`config.mk`:
```
export PLATFORM = sky130hd
export DESIGN_NAME = cmos_pattern_gen
export DESIGN_NICKNAME = d
export VERILOG_FILES = /design/src/rtl/cmos_pattern_gen.sv
export SDC_FILE = /design/constraint.sdc
export NUM_CORES = 1
export LEC_CHECK = 0
export CORE_UTILIZATION = 65
export DETAILED_ROUTE_END_ITERATION = 16
export DONT_BUFFER_PORTS = 1
export GPL_TIMING_DRIVEN = 0
export PLACE_DENSITY_LB_ADDON = 0.05
export SLEW_MARGIN = 0
export SYNTH_ARGS = -nofsm -noshare
export SYNTH_HDL_FRONTEND = slang
export SYNTH_SLANG_ARGS = --single-unit
```
`constraint.sdc`:
```
create_clock -name cmos_pclk -period 5.9 [get_ports cmos_pclk]
set_input_delay 1.18 -clock cmos_pclk [delete_from_list [all_inputs] [get_ports cmos_pclk]]
set_output_delay 1.18 -clock cmos_pclk [all_outputs]
set_load 0.1 [all_outputs]
```
`src/rtl/cmos_pattern_gen.sv`:
```
// rtl/cmos_pattern_gen.sv - CMOS image-sensor timing and test-pattern generator
//
// Purpose: emulates a CMOS camera parallel output (vsync/href/8-bit data)
//   carrying RGB565 test patterns, one frame after another while enabled.
//   Each frame has these phases:
//   VSYNC (VSYNC_LEN) -> VFRONT (V_FRONT)
//   -> V_ACTIVE x [HBLANK (H_BLANK) + ACTIVE (2*H_ACTIVE)] -> VBACK (V_BACK).
// Ports:
//   cmos_pclk    in   pixel clock, all logic on its rising edge
//   rst_n        in   asynchronous active-low reset
//   enable       in   run frames back to back while high
//   mode         in   0 ramp, 1 colour bars, 2 solid, 3 checker
//   solid_color  in   RGB565 value used by mode 2
//   cmos_vsyn    out  frame sync, active high
//   cmos_href    out  line valid, active high
//   cmos_data    out  pixel byte, high byte first, 00 outside href
//   frame_done   out  one-cycle pulse on the last cycle of a frame
//   frame_cnt    out  completed-frame counter, wraps
module cmos_pattern_gen #(
  parameter int H_ACTIVE  = 512,
  parameter int V_ACTIVE  = 8,
  parameter int H_BLANK   = 100,
  parameter int VSYNC_LEN = 1000,
  parameter int V_FRONT   = 100,
  parameter int V_BACK    = 2000
) (
  input  logic        cmos_pclk,
  input  logic        rst_n,
  input  logic        enable,
  input  logic [1:0]  mode,
  input  logic [15:0] solid_color,
  output logic        cmos_vsyn,
  output logic        cmos_href,
  output logic [7:0]  cmos_data,
  output logic        frame_done,
  output logic [15:0] frame_cnt
);

  typedef enum logic [2:0] {
    S_IDLE, S_VSYNC, S_VFRONT, S_HBLANK, S_ACTIVE, S_VBACK
  } state_t;

  localparam logic [31:0] VSYNC_LAST  = 32'(VSYNC_LEN - 1);
  localparam logic [31:0] FRONT_LAST  = 32'(V_FRONT - 1);
  localparam logic [31:0] HBLANK_LAST = 32'(H_BLANK - 1);
  localparam logic [31:0] ACTIVE_LAST = 32'(2 * H_ACTIVE - 1);
  localparam logic [31:0] BACK_LAST   = 32'(V_BACK - 1);
  localparam logic [31:0] Y_LAST      = 32'(V_ACTIVE - 1);
  localparam logic [31:0] BAR_W       = 32'(H_ACTIVE / 8);

  state_t      state_q, state_d;
  logic [31:0] cnt_q, cnt_d;     // cycle index within the current phase
  logic [31:0] y_q, y_d;         // active line number
  logic [1:0]  mode_q, mode_d;
  logic [15:0] solid_q, solid_d;
  logic        vsyn_q, vsyn_d;
  logic        href_q, href_d;
  logic [7:0]  data_q, data_d;
  logic        done_q, done_d;
  logic [15:0] fcnt_q, fcnt_d;

  logic [31:0] x_full;
  logic [31:0] bar_full;
  logic [2:0]  bar;
  logic [15:0] pix;

  // Next-state logic. mode/solid_color are captured only when a frame
  // starts, so changes mid-frame have no effect.
  always_comb begin
    state_d = state_q;
    cnt_d   = cnt_q + 32'd1;
    y_d     = y_q;
    mode_d  = mode_q;
    solid_d = solid_q;
    case (state_q)
      S_IDLE: begin
        cnt_d = '0;
        if (enable) begin
          state_d = S_VSYNC;
          mode_d  = mode;
          solid_d = solid_color;
        end
      end
      S_VSYNC: begin
        if (cnt_q == VSYNC_LAST) begin
          state_d = S_VFRONT;
          cnt_d   = '0;
        end
      end
      S_VFRONT: begin
        if (cnt_q == FRONT_LAST) begin
          state_d = S_HBLANK;
          cnt_d   = '0;
          y_d     = '0;
        end
      end
      S_HBLANK: begin
        if (cnt_q == HBLANK_LAST) begin
          state_d = S_ACTIVE;
          cnt_d   = '0;
        end
      end
      S_ACTIVE: begin
        if (cnt_q == ACTIVE_LAST) begin
          cnt_d = '0;
          if (y_q == Y_LAST) begin
            state_d = S_VBACK;
          end else begin
            state_d = S_HBLANK;
            y_d     = y_q + 32'd1;
          end
        end
      end
      S_VBACK: begin
        if (cnt_q == BACK_LAST) begin
          cnt_d = '0;
          if (enable) begin
            state_d = S_VSYNC;
            mode_d  = mode;
            solid_d = solid_color;
          end else begin
            state_d = S_IDLE;
          end
        end
      end
      default: begin
        state_d = S_IDLE;
        cnt_d   = '0;
      end
    endcase
  end

  // Pixel generation for the byte that will be on the bus next cycle.
  // In ACTIVE the phase counter is a byte index: x = cnt/2, cnt[0] = low byte.
  always_comb begin
    x_full   = cnt_d >> 1;
    bar_full = x_full / BAR_W;
    bar      = (bar_full > 32'd7) ? 3'd7 : bar_full[2:0];
    pix      = 16'h0000;
    case (mode_d)
      2'd0: pix = 16'(x_full + y_d);
      2'd1: begin
        case (bar)
          3'd0: pix = 16'hFFFF;
          3'd1: pix = 16'hFFE0;
          3'd2: pix = 16'h07FF;
          3'd3: pix = 16'h07E0;
          3'd4: pix = 16'hF81F;
          3'd5: pix = 16'hF800;
          3'd6: pix = 16'h001F;
          default: pix = 16'h0000;
        endcase
      end
      2'd2: pix = solid_d;
      default: pix = (x_full[3] ^ y_d[3]) ? 16'hFFFF : 16'h0000;
    endcase
  end

  // Outputs are registered from the next state so they line up exactly
  // with the state register (vsyn high for every VSYNC cycle, etc.).
  always_comb begin
    vsyn_d = (state_d == S_VSYNC);
    href_d = (state_d == S_ACTIVE);
    data_d = 8'h00;
    if (href_d) begin
      data_d = cnt_d[0] ? pix[7:0] : pix[15:8];
    end
    done_d = (state_d == S_VBACK) && (cnt_d == BACK_LAST);
    fcnt_d = done_d ? (fcnt_q + 16'd1) : fcnt_q;
  end

  always_ff @(posedge cmos_pclk or negedge rst_n) begin
    if (!rst_n) begin
      state_q <= S_IDLE;
      cnt_q   <= '0;
      y_q     <= '0;
      mode_q  <= '0;
      solid_q <= '0;
      vsyn_q  <= 1'b0;
      href_q  <= 1'b0;
      data_q  <= 8'h00;
      done_q  <= 1'b0;
      fcnt_q  <= '0;
    end else begin
      state_q <= state_d;
      cnt_q   <= cnt_d;
      y_q     <= y_d;
      mode_q  <= mode_d;
      solid_q <= solid_d;
      vsyn_q  <= vsyn_d;
      href_q  <= href_d;
      data_q  <= data_d;
      done_q  <= done_d;
      fcnt_q  <= fcnt_d;
    end
  end

  assign cmos_vsyn  = vsyn_q;
  assign cmos_href  = href_q;
  assign cmos_data  = data_q;
  assign frame_done = done_q;
  assign frame_cnt  = fcnt_q;

endmodule
```
* Word-level counts from Yosys, hierarchy flattened
Index checks and enable logic that the tools add are counted.
** Storage, ports and cells
- Register bits after elaboration :: 112
- Input bits :: 21
- Output and inout port bits :: 27
- Logic and storage cells :: 73
** Cells by class
- Add/sub/neg operators :: 4
- Magnitude comparators :: 1
- Eq/ne operators :: 22
- Mux-type cells :: 30
- Bitwise logic cells :: 1
- Reductions and logical operators :: 5
** Operators with widths (number)
- 32-bit two-way mux :: 7
- 32-bit one-hot mux with 4 select lines :: 1
- 16-bit one-hot mux with 7 select lines :: 1
- 32-bit by 1-bit adder with 32-bit output (second input constant) :: 2
- 32-bit by 10-bit == test with 1-bit output (second input constant) :: 2
- 32-bit by 11-bit == test with 1-bit output (second input constant) :: 2
- 32-bit one-hot mux with 2 select lines :: 1
- 16-bit two-way mux :: 3
- 16-bit one-hot mux with 3 select lines :: 1
- 32-bit by 3-bit == test with 1-bit output (second input constant) :: 1
- 32-bit by 7-bit == test with 1-bit output (second input constant) :: 1
- 16-bit one-hot mux with 2 select lines :: 1
- 25-bit by 3-bit greater-than comparator with 1-bit output (second input constant) :: 1
- 3-bit two-way mux :: 8
- 3-bit == test (second input constant) :: 7
- 3-bit one-hot mux with 6 select lines :: 1
- 16-bit by 1-bit adder with 16-bit output (second input constant) :: 1
- 16-bit adder :: 1
- 8-bit two-way mux :: 2
- 3-bit by 2-bit == test with 1-bit output (second input constant) :: 4
- 3-bit by 1-bit == test with 1-bit output (second input constant) :: 3
- 3-bit zero test :: 2
- 2-bit two-way mux :: 2
- 2-bit one-hot mux with 2 select lines :: 1
- other kinds (7) :: 7

* Depth between registers and ports, before layout
Gate-level depths: netlist (run 1).
- Word-level depth :: 10
- Gate-level depth with buffers :: 20

* Worst setup path before layout (run 1)
OpenSTA, ideal clock, no wires.
- Kind :: flip-flop to flip-flop
- Start point :: register cnt_q[12]
- End point :: register data_q[6] (netlist: cmos_data[6])
- Arrival time :: 4542 ps
- Required time :: 5818 ps
- Setup slack :: 1276 ps
- Stages on the path, launching flop included :: 20
- Period minus slack after synthesis :: 4624 ps
- Cells stage by stage :: dfrtp_1 buf_6 or4_4 or4b_4 nor2_1 o21ai_0 nor2_1 clkbuf_1 clkbuf_1 nor2_1 ha_1 nand3_1 nor2_1 a21oi_1 a21oi_1 a41oi_1 a2111oi_0 mux2i_1 a21oi_1 a31oi_1
** RTL lines
- from (decl) :: line 52 : logic [31:0] cnt_q, cnt_d;
- from (signal assigned) :: line 186 : cnt_q <= cnt_d;
- 32-bit by 11-bit == test with 1-bit output (tied with other cells) :: line 115 : if (cnt_q == BACK_LAST) begin
- 32-bit two-way mux, on equally long branches
- 32-bit one-hot mux with 4 select lines * :: line 75 : case (state_q)
- via cnt_d[5] :: line 52
- 16-bit adder * :: line 141 : 2'd0: pix = 16'(x_full + y_d);
- 16-bit one-hot mux with 3 select lines * :: line 140 : case (mode_d)
- 8-bit two-way mux * :: line 166 : data_d = cnt_d[0] ? pix[7:0] : pix[15:8];
- 8-bit two-way mux * :: line 165 : if (href_d) begin
- via data_d[6] :: line 58 : logic [7:0] data_q, data_d;
- to (signal assigned) :: line 192 : data_q <= data_d;
- to (decl) :: line 58
Mark *: on every way through the listed nets, which the timed path passes. The rest lies on a longest branch.
A chain may end at the register's enable or synchronous reset.

* Final worst setup path (run 1)
- Start point :: register cnt_q[0]
- End point :: register data_q[6] (netlist: cmos_data[6])
** RTL lines
- 32-bit by 1-bit adder with 32-bit output (tied with other cells) :: line 71 : cnt_d = cnt_q + 32'd1;
- 32-bit two-way mux, on equally long branches
- 32-bit one-hot mux with 4 select lines * :: line 75
- via cnt_d[5] :: line 52
- 16-bit adder * :: line 141
- 16-bit one-hot mux with 3 select lines * :: line 140
- 8-bit two-way mux * :: line 166
- 8-bit two-way mux * :: line 165
- via data_d[6] :: line 58
Marked as above.

==> run_results.csv, run 1 <==
group,metric,value,unit
clock_tree,cts_setup_buffers,0,
die,ios,48,
worst_setup_path,reg2reg_slack,0.36,ns
synth,synth_area_per_cell,9.14,µm²
place,gp_congestion,0.921,
place,numPortBuffers,0,
clock_tree,clk_path_buf_depth,2,
die,die_h,106,µm
synth,synth_top_area_share,40.2,%
sta,drv_slew,0,
route,drc_errors,0,
synth,yosysUniqueCellTypes,75,
synth,synthCells,762,
power,ir_worst_vdd,0.000200,V
sta,rsz0062_at_grt,"false",
worst_setup_path,critical_path_class,"register to register",
worst_setup_path,ff2ff_path_depth,19,
worst_setup_path,critPathMaxStageDelay,0.56,ns
clock_tree,clk_latency,0.40,ns
synth,syn-num-nets,803,
min_path,hold_path_class,"primary input to asynchronous set/reset pin",
clock_tree,clk_pin_slew,0.11,ns
clock_tree,cts_sinks,112,
layout,diodes,0,
flow_run,drv_cap,0,
synth,synthAdderAreaFrac,3.70,%
route,wl_per_cell,18.6,µm
route,ant_nets,0,
global_route,antenna_found_initial,0,
layout,multi_input_area,0.00396,mm²
synth,synth_compound_area_share,13.1,%
die,initial_core_util,67.2,%
synth,synth_top_family_by_area,"simple AND/OR/NAND/NOR gates",
sta,worst_pin_slew,0.986,ns
synth,yosys-mux-area-fraction,4.26,%
synth,synthArstFlopShare,100,%
layout,design_area,0.00736,mm²
worst_setup_path,cp-startpoint,"cnt_q[0]",
route,drt_iter0_markers,445,
power,powerDensity,165,mW/mm²
place,detailed_place_hpwl,12.7,mm
layout,utilization,70.9,%
synth,synth_edf_count,0,
sta,fin_crit_sh,93.9,%
route,vias,5915,
global_route,track_usage,32.3,%
synth,synth_area_leaders,"dfrtp_1 (40%), xnor2_1 (5.0%), nor2_1 (4.4%)",
sta,hold_violations,0,
route,drt_pass1_iterations,5,
synth,yosysTopAreaCell,"dfrtp_1",
power,leakagePower,3.36,nW
clock_tree,cts-buffers-inserted,9,
worst_setup_path,crit_family,"compound AO/OA/AOI/OAI gates",
layout,drive_above_1_share,9.77,%
die,die_area,0.0111,mm²
synth,synth_common_cells,"dfrtp_1 (112), nor2_1 (82), nand2_1 (59), nand3_1 (41), xnor2_1 (40)",
worst_setup_path,r2r-start,"cnt_q[0]",
global_route,grt_max_degree,113,
worst_setup_path,worst_path_max_delay_cell,"dfrtp_1",
sta,fin_ws,0.361,ns
synth,ys_seq_elements,112,
synth,synthesis.area,0.00696,mm²
clock_tree,root_buffer,"clkbuf_8",
layout,fin_nets,814,
place,pre_cts_slack,-0.143,ns
synth,ys.flop_type,"dfrtp_1",
layout,seq_area,0.00280,mm²
worst_setup_path,crit_chain,"ha_1, nand3_1, nor4_4, mux2i_1, o311a_1, nor2_1, clkbuf_2, clkbuf_2, nor2_1, ha_1, nand3_1, nor2_1, a21oi_1, a21oi_1, a41oi_1, a2111oi_1, mux2i_1, a21oi_1, a31oi_1",
synth,ys_seq_area_share,40.2,%
sta,max_freq,181,MHz
sta,finalClockSkew,0.0168,ns
worst_setup_path,setup.worst_path.end_class,"register",
worst_setup_path,critPathRequiredTime,6.22,ns
worst_setup_path,crit_arrival,5.86,ns
synth,synthSimpleGateAreaFrac,26.1,%
die,row_count,37,
synth,synth.most_common_cell,"dfrtp_1",
worst_setup_path,r2r-end,"cmos_data[6]",
clock_tree,cts_tree,"built",
worst_setup_path,crit_fanout,10,
route,drt-total-wl,17.0,mm
synth,synth_xor_area_share,9.31,%
place,dpl_cell_area,0.00713,mm²
layout,area_growth,5.62,%
route,avgViaCountPerCell,6.47,
sta,timing.setup.tns,0,ns
die,core,0.0104,mm²
clock_tree,h-tree-depth,3,
synth,synth_warnings,0,
worst_setup_path,cp_num_buf_inv,2,
sta,maxSlewHeadroom,32.5,%
sta,finalCriticalPeriod,5.54,ns
sta,setup_violations,0,
global_route,grt_pass1_vias,5706,
status,status,"complete, no violations",
global_route,grt_pass1_wl,28.0,mm
layout,nFillCells,838,
die,dieWidth,106,µm
global_route,grt_remaining_overflow,0,
worst_setup_path,start_kind,"register",
-- cell type report --
| class | count | area share, % |
|---|---|---|
| sequential | 112 | 38.1 |
| clock inverter | 5 | 0.510 |
| buffer | 40 | 2.55 |
| inverter | 13 | 0.663 |
| multi-input combinational | 597 | 53.8 |
| tap | 136 | 2.31 |
| clock buffer | 11 | 2.06 |
-- worst register-to-register path: cells and delay by family (launching register included) --
family | cells | cell delay (ns)
simple gates | 6 | 1.46
mux | 2 | 0.46
fa+ha+maj | 2 | 0.63
compound gates | 7 | 1.73
buf+inv | 2 | 0.64
flops | 1 | 0.56
-- layer usage --
metal | vias to the layer above | track usage (%) | share of wire [%]
li1 | 2821 | - | -
met1 | 2818 | 44.4 | 45
met2 | 241 | 51.2 | 46
met3 | 35 | 6.37 | 6.4
met4 | 0 | 11.2 | 2.5
met5 | - | 0 | 0
-- how the worst max path moves through the flow --
stage,depth (start not counted),end,slack (ns)
after floorplan,19,cmos_data[6],1.28
after global placement,19,cmos_data[6],-0.04
after CTS,19,cmos_data[6],0.04
final,19,cmos_data[6],0.36
after global routing,19,cmos_data[7],0.04
after detailed placement,19,cmos_data[6],-0.14
-- sequential cells by signal, indices dropped and copies added (netlist names) --
name and cells:
cmos_vsyn 1, y_q 32, cnt_q 32, state_q 3
frame_done 1, solid_q 16, frame_cnt 16, cmos_href 1
cmos_data 8, mode_q 2
-- per-stage QoR --
| step | hold WS [ns] | power (mW) | instances |
|---|---|---|---|
| floorplan | 0.465 | 0.783 | 762 |
| global placement | 0.480 | 0.783 | 898 |
| detailed placement | 0.483 | 0.783 | 898 |
| CTS | 0.443 | 1.23 | 914 |
| global route | 0.437 | 1.25 | 914 |
| finish | 0.463 | 1.21 | 914 |
-- cells in the final DEF, fill, tap and decap left out, types with 3 or more instances in the layout --
master     instances
a211oi_1          11
a21o_1            11
a21oi_1           27
a31oi_1            4
a41oi_1            5
and2_1            11
and3_1            17
and4_1            11
buf_2             12
buf_4              3
clkbuf_1          19
clkbuf_2           3
clkbuf_8          11
dfrtp_1          112
ha_1              19
inv_1             11
mux2_2            18
mux2i_1            8
nand2_1           59
nand3_1           41
nand3_2            3
nand4_1           32
nor2_1            82
nor2b_1            5
nor3_1            24
nor4_1            23
nor4_2             3
nor4bb_1           3
o2111ai_1          4
o211ai_1           4
o21a_1             3
o21ai_0           34
or2_2              5
or3_1              8
xnor2_1           40
xor2_1            34
-- repair_timing --
| item | 4_1_cts | 5_1_grt |
|---|---|---|
| resized for setup | 2 | 7 |
| hold buffers | 0 | 0 |
| setup endpoints to repair | 2 | 5 |
| gates cloned | 0 | 0 |
-- where the power goes --
| part | switching, mW | internal (mW) |
|---|---|---|
| Combinational | 0.0000776 | 0.000346 |
| Sequential | 0 | 0.767 |
| Clock | 0.265 | 0.180 |
| Total | 0.265 | 0.947 |
-- cells by family (layout without fill, tap and decap cells) --
kind of cell    Yosys count  after routing
simple gates            342            342
compound gates          134            134
flops                   112            112
xor+xnor                 74             74
buf+inv                  53             69
mux                      27             27
fa+ha+maj                20             20
(Power assumes the default switching activity.)
==> run 2, diff against run 1 <==
--- a/config.mk
+++ b/config.mk
@@ -5,6 +5,8 @@
 export SDC_FILE = /design/constraint.sdc
 export NUM_CORES = 1
 export LEC_CHECK = 0
+export ABC_AREA = 1
+export CORE_MARGIN = 3
 export CORE_UTILIZATION = 65
 export DETAILED_ROUTE_END_ITERATION = 16
 export DONT_BUFFER_PORTS = 1
==> run 2 against run 1 <==
Against the previous run: non-clock buffer count is 26 lower; clock power is 33% higher; die area is 21% higher; clock-buffer cell count is 1 higher; clock skew is 0.0088 ns lower; worst setup slack better by 0.85 ns; critical endpoint unchanged; power is 13% higher; first-iteration DRC count is 61% higher; highest routed layer is now met5; sequential share of layout area is 4.4 points lower.
==> run_results.csv, run 2 <==
group,metric,value,unit
sta,holdWs,0.501,ns
min_path,worstHoldStart,"solid_q[9]",
power,ir_worst_vdd,0.000145,V
die,core,0.0116,mm²
global_route,track_usage,31.5,%
place,numPortBuffers,0,
sta,finalClockSkew,0.00795,ns
worst_setup_path,start_kind,"register",
sta,timing.setup.tns,0,ns
flow_run,drv_cap,0,
power,leakagePower,4.17,nW
worst_setup_path,critical_path_class,"register to register",
layout,reg_top3,"cnt_q: 32 flops, y_q: 32 flops",
power,combPwrFrac,0.6,%
route,drt_iter0_markers,718,
route,avgViaCountPerCell,5.80,
route,drc_errors,0,
sta,drv_slew,0,
route,drt_pass1_iterations,7,
clock_tree,root_buffer,"clkbuf_16",
sta,max_freq,213,MHz
die,dieWidth,116,µm
die,initial_core_util,67.7,%
route,wl_per_cell,15.7,µm
worst_setup_path,r2r-start,"cnt_q[0]",
layout,design_area,0.00833,mm²
clock_tree,cts_tree,"built",
layout,final_common_cell,"nand2_1",
worst_setup_path,r2r-end,"cmos_data[6]",
place,gp_congestion,0.927,
min_path,hold_path_class,"register to register",
global_route,grt_remaining_overflow,0,
sta,hold_violations,0,
power,powerDensity,164,mW/mm²
synth,synth_area_leaders,"dfrtp_1 (36%), nand2_1 (14%), nor2_1 (8.5%)",
power,sw_frac_of_total,21.5,%
clock_tree,post_cts_resized,0,
route,vias,7645,
sta,rsz0062_at_grt,"false",
sta,worst_pin_slew,1.03,ns
power,p_int,1.08,mW
synth,synth.most_common_cell,"nand2_1",
power,power_switching,0.294,mW
worst_setup_path,crit_fanout,10,
place,dpl_cell_area,0.00805,mm²
layout,area_growth,5.85,%
synth,ys_seq_area_share,35.6,%
global_route,grt_max_degree,113,
worst_setup_path,setup.worst_path.end_class,"register",
route,top_layer,"met5",
worst_setup_path,ff2ff_path_depth,26,
worst_setup_path,crit_arrival,4.96,ns
route,met1Wirelength,9.21,mm
layout,fin_nets,1212,
clock_tree,clk_pin_slew,0.07,ns
power,clock_power_share,43.2,%
synth,synth_common_cells,"nand2_1 (296), nor2_1 (179), inv_1 (148), dfrtp_1 (112), nand3_1 (94)",
layout,drive_above_1_share,5.78,%
global_route,grt_pass1_vias,7013,
layout,seq_area,0.00280,mm²
die,row_count,39,
synth,synth_edf_count,0,
synth,synth_warnings,0,
layout,utilization,71.7,%
synth,yosysUniqueCellTypes,49,
status,status,"complete, no violations",
clock_tree,postCtsHoldBufs,0,
clock_tree,clk_latency,0.36,ns
synth,syn-num-nets,1201,
place,detailed_place_hpwl,16.0,mm
die,ios,48,
sta,setup_violations,0,
die,die_area,0.0135,mm²
clock_tree,h-tree-depth,3,
min_path,holdPathEnd,"solid_q[9]",
layout,nFillCells,1010,
route,dr_wl_met3,1.26,mm
die,die_h,116,µm
sta,fin_crit_sh,79.6,%
layout,diodes,0,
clock_tree,cts_sinks,112,
synth,ys_seq_elements,112,
layout,multi_input_area,0.00438,mm²
clock_tree,cts-buffers-inserted,9,
synth,synthArstFlopShare,100,%
clock_tree,clk_path_buf_depth,2,
synth,synth_top_area_share,35.6,%
worst_setup_path,critPathRequiredTime,6.17,ns
route,wl_met2,9.75,mm
route,ant_nets,0,
min_path,min_path_cells,1,
synth,synth_area_per_cell,6.78,µm²
global_route,antenna_found_initial,1,
sta,finalCriticalPeriod,4.69,ns
synth,ys.flop_type,"dfrtp_1",
clock_tree,cts_setup_buffers,0,
synth,synthCells,1160,
global_route,grt_pass1_wl,33.5,mm
sta,maxSlewHeadroom,31.0,%
layout,most-common-layout-cells,"nand2_1 (296), nor2_1 (179), inv_1 (148)",
worst_setup_path,reg2reg_slack,1.21,ns
power,seqPwrFrac,56.2,%
synth,yosysTopAreaCell,"dfrtp_1",
route,drt-total-wl,20.7,mm
synth,synthesis.area,0.00787,mm²
## run 2: final cells by class
type	count	share of cell area, %
multi-input combinational	874	52.6
sequential	112	33.7
inverter	160	7.23
clock buffer	12	2.96
tap	143	2.15
buffer	14	0.947
clock inverter	4	0.421
## run 2: stage by stage
| stage | worst slack (ns) | total power [mW] | instances |
|---|---|---|---|
| floorplan | 2.34 | 0.791 | 1160 |
| global placement | 1.38 | 0.792 | 1303 |
| detailed placement | 1.36 | 0.793 | 1303 |
| CTS | 1.35 | 1.38 | 1319 |
| global route | 0.624 | 1.42 | 1319 |
| finish | 1.21 | 1.37 | 1319 |
## run 2: cell families (layout without fill, tap and decap cells)
kind of cell / after synthesis / count (layout) / synth area share, %
AND/OR/NAND/NOR: 683 / 683 / 38.1
buffers and inverters: 174 / 190 / 8.65
AO/OA/AOI/OAI: 131 / 131 / 9.67
flip-flops: 112 / 112 / 35.6
XOR/XNOR: 32 / 32 / 3.56
adder cells (fa/ha/maj): 20 / 20 / 3.28
multiplexers: 8 / 8 / 1.10
## run 2: worst max-delay path by stage
stage / start / end / cells after the start
final: cnt_q[0] / cmos_data[6] / 26
after global routing: cnt_q[0] / cmos_data[3] / 26
after CTS: cnt_q[0] / cmos_data[6] / 25
after detailed placement: cnt_q[0] / cmos_data[6] / 25
after global placement: cnt_q[0] / cmos_data[6] / 26
after floorplan: cnt_q[0] / cmos_data[3] / 26
## run 2: metal layers
layer,global-route usage [%],vias up
li1,-,3791
met1,42.8,3513
met2,51.8,289
met3,5.90,50
met4,9.36,2
met5,0,-
## run 2: critical path, cell delays in order (launching register included)
cell     delay, ns
dfrtp_1       0.49
ha_1          0.23
nand3_2       0.17
inv_2         0.17
nand2_4       0.10
nor2_1        0.11
nand2_1       0.13
nor2_1        0.11
nand2_1       0.18
nand2_1       0.14
buf_2         0.25
inv_1         0.12
nor2_1        0.10
a22oi_1       0.14
ha_1          0.39
inv_1         0.06
o31ai_1       0.58
nand3_1       0.14
nand3_1       0.13
nand2_1       0.08
nand2_1       0.07
a21oi_1       0.07
a21oi_1       0.11
o21ai_0       0.13
nand3_1       0.11
nand3_1       0.09
a21oi_1       0.21
## run 2: power groups by stage
| stage | sequential, mW | clock (mW) | combinational (mW) |
|---|---|---|---|
| 2_1_floorplan | 0.784 | 0 | 0.00666 |
| 3_5_place_dp | 0.784 | 0 | 0.00817 |
| 3_3_place_gp | 0.784 | 0 | 0.00804 |
| 6_report | 0.769 | 0.592 | 0.00826 |
| 4_1_cts | 0.769 | 0.599 | 0.00828 |
| 5_1_grt | 0.769 | 0.638 | 0.00939 |
==> run 3, diff against run 2 <==
--- a/config.mk
+++ b/config.mk
@@ -5,7 +5,7 @@
 export SDC_FILE = /design/constraint.sdc
 export NUM_CORES = 1
 export LEC_CHECK = 0
-export ABC_AREA = 1
+export ABC_AREA = 0
 export CORE_MARGIN = 3
 export CORE_UTILIZATION = 65
 export DETAILED_ROUTE_END_ITERATION = 16
==> constraint.sdc (replaced) <==
create_clock -name cmos_pclk -period 4.4 [get_ports cmos_pclk]
set_input_delay 0.88 -clock cmos_pclk [delete_from_list [all_inputs] [get_ports cmos_pclk]]
set_output_delay 0.88 -clock cmos_pclk [all_outputs]
set_load 0.1 [all_outputs]
==> run 3 against run 2 <==
Against the previous run: cell count down 28%; first-iteration DRC count down 11%; the run now ends with negative setup slack left; worst hold slack worse by 0.34 ns; clock skew up 0.0074 ns; power up 23%; sequential power up 34%; critical path type unchanged; routed wire length down 8.7%.
==> run_results.csv, run 3 (synthesis gave the netlist of run 1 again) <==
group,metric,value,unit
status,status,"finished with violations",
status,violations,"negative setup slack",
global_route,grt_pass1_wl,29.6,mm
place,placed_cells,898,
min_path,hold_path_class,"primary input to asynchronous set/reset pin",
clock_tree,cts-buffers-inserted,9,
die,ios,48,
flow_run,drv_cap,0,
global_route,track_usage,31.7,%
layout,diodes,0,
global_route,grt_use_met2,51.1,%
layout,nFillCells,697,
global_route,grt_max_degree,113,
sta,max_freq,223,MHz
global_route,met3_usage,7.52,%
sta,maxSlewHeadroom,33.2,%
global_route,grt_pass1_vias,6023,
sta,rsz0062_at_grt,"true",
die,dieWidth,110,µm
layout,design_area,0.00807,mm²
clock_tree,cts_sinks,112,
power,ir_worst_vdd,0.000246,V
layout,fin_nets,855,
layout,drive_above_1_share,21.9,%
global_route,gr-max-usage-layer,"met2",
die,die_h,110,µm
worst_setup_path,setup.worst_path.end_class,"register",
power,total_power,1.69,mW
route,avgViaCountPerCell,6.61,
clock_tree,clk_path_buf_depth,2,
layout,area_growth,15.9,%
clock_tree,root_buffer,"clkbuf_8",
clock_tree,clk_latency,0.40,ns
sta,fin_ws,-0.0896,ns
global_route,grtUsageMet1,41.8,%
worst_setup_path,crit_fanout,5,
route,drt_iter0_markers,637,
route,wl_per_cell,19.8,µm
clock_tree,clk_pin_slew,0.11,ns
die,row_count,37,
place,gp_congestion,0.925,
die,die_area,0.0120,mm²
place,detailed_place_hpwl,12.9,mm
place,numPortBuffers,0,
sta,finalCriticalPeriod,4.49,ns
worst_setup_path,critical_path_class,"register to register",
route,drt-total-wl,18.9,mm
sta,hold_violations,0,
layout,reg_top3,"cnt_q: 32 flops, y_q: 32 flops",
worst_setup_path,start_kind,"register",
layout,final_common_cell,"dfrtp_1",
global_route,grt_remaining_overflow,0,
place,pre_cts_slack,-1.24,ns
die,core,0.0104,mm²
layout,seq_area,0.00281,mm²
sta,finalClockSkew,0.0153,ns
route,drt_pass1_iterations,6,
power,powerDensity,209,mW/mm²
route,drc_errors,0,
clock_tree,cts_tree,"built",
sta,drv_slew,0,
clock_tree,h-tree-depth,3,
sta,fin_crit_sh,102,%
route,vias,6317,
route,ant_nets,0,
worst_setup_path,critPathRequiredTime,4.72,ns
global_route,antenna_found_initial,0,
worst_setup_path,crit_arrival,4.81,ns
die,initial_core_util,67.2,%
layout,most-common-layout-cells,"dfrtp_1 (107), nor2_1 (77), nand2_1 (59)",
sta,setup_violations,5,
layout,stdcell_count,955,
layout,multi_input_area,0.00428,mm²
place,dpl_cell_area,0.00715,mm²
power,leakagePower,3.66,nW
sta,worst_pin_slew,0.994,ns
-- run 3: critical path, cell delays in order (launching register included) --
cell and delay (ns):
dfrtp_2 0.41, or4_4 0.58, or4b_4 0.61, or4_4 0.48, clkbuf_16 0.18, o211ai_1 0.10
o31ai_2 0.12, ha_1 0.38, nand3_2 0.10, nor2_2 0.11, a21oi_2 0.06, a21oi_2 0.20
a41oi_2 0.20, a2111oi_4 0.36, mux2i_1 0.23, a21oi_1 0.08, a31oi_1 0.21
-- run 3: stage by stage --
| step | util, % | hold WS, ns | setup TNS (ns) |
|---|---|---|---|
| 2_1_floorplan | - | 0.465 | -0.0353 |
| 5_1_grt | 77.8 | 0.130 | -1.24 |
| 4_1_cts | 75.0 | 0.149 | -0.258 |
| 3_3_place_gp | 68.9 | 0.481 | -6.45 |
| 3_5_place_dp | 68.9 | 0.481 | -7.60 |
| 6_report | 77.8 | 0.156 | -0.204 |
-- run 3: final timing paths --
check	slack, ns	cells after the start	endpoint	start
max reg2reg	-0.09	16	cmos_data[6]	cnt_q[29]
min in group cmos_pclk	0.50	1	solid_q[10]	solid_q[10]
min reg2reg	0.50	1	solid_q[10]	solid_q[10]
max in group asynchronous	4.08	0	cnt_q[31]	rst_n
max	-0.09	16	cmos_data[6]	cnt_q[29]
min	0.16	0	frame_cnt[4]	rst_n
-- run 3: cell type report --
type	instances	area share, %
Buffer	37	2.81
Timing Repair Buffer	44	4.09
Sequential cell	112	34.8
Clock inverter	3	0.589
Multi-Input combinational cell	597	53.0
Clock buffer	13	1.97
Tap cell	136	2.11
Inverter	13	0.605
-- run 3: power by group --
group          switching (mW)  internal (mW)
clock network           0.360          0.299
logic                0.000157       0.000467
registers                   0           1.03
total                   0.361           1.33
-- run 3: metal layers --
metal  routed length (µm)  vias to the layer above
met2                 9040                      284
met5                    0                        -
li1                     -                     2901
met1                 8090                     3087
met4                  475                        0
met3                 1310                       45
-- run 3: what timing repair did --
item,CTS,global route
gates resized for setup,55,44
setup buffers,26,18
endpoints found under the setup margin,8,14
endpoints found under the hold margin,0,0
hold buffers,0,0
pin swaps,24,42
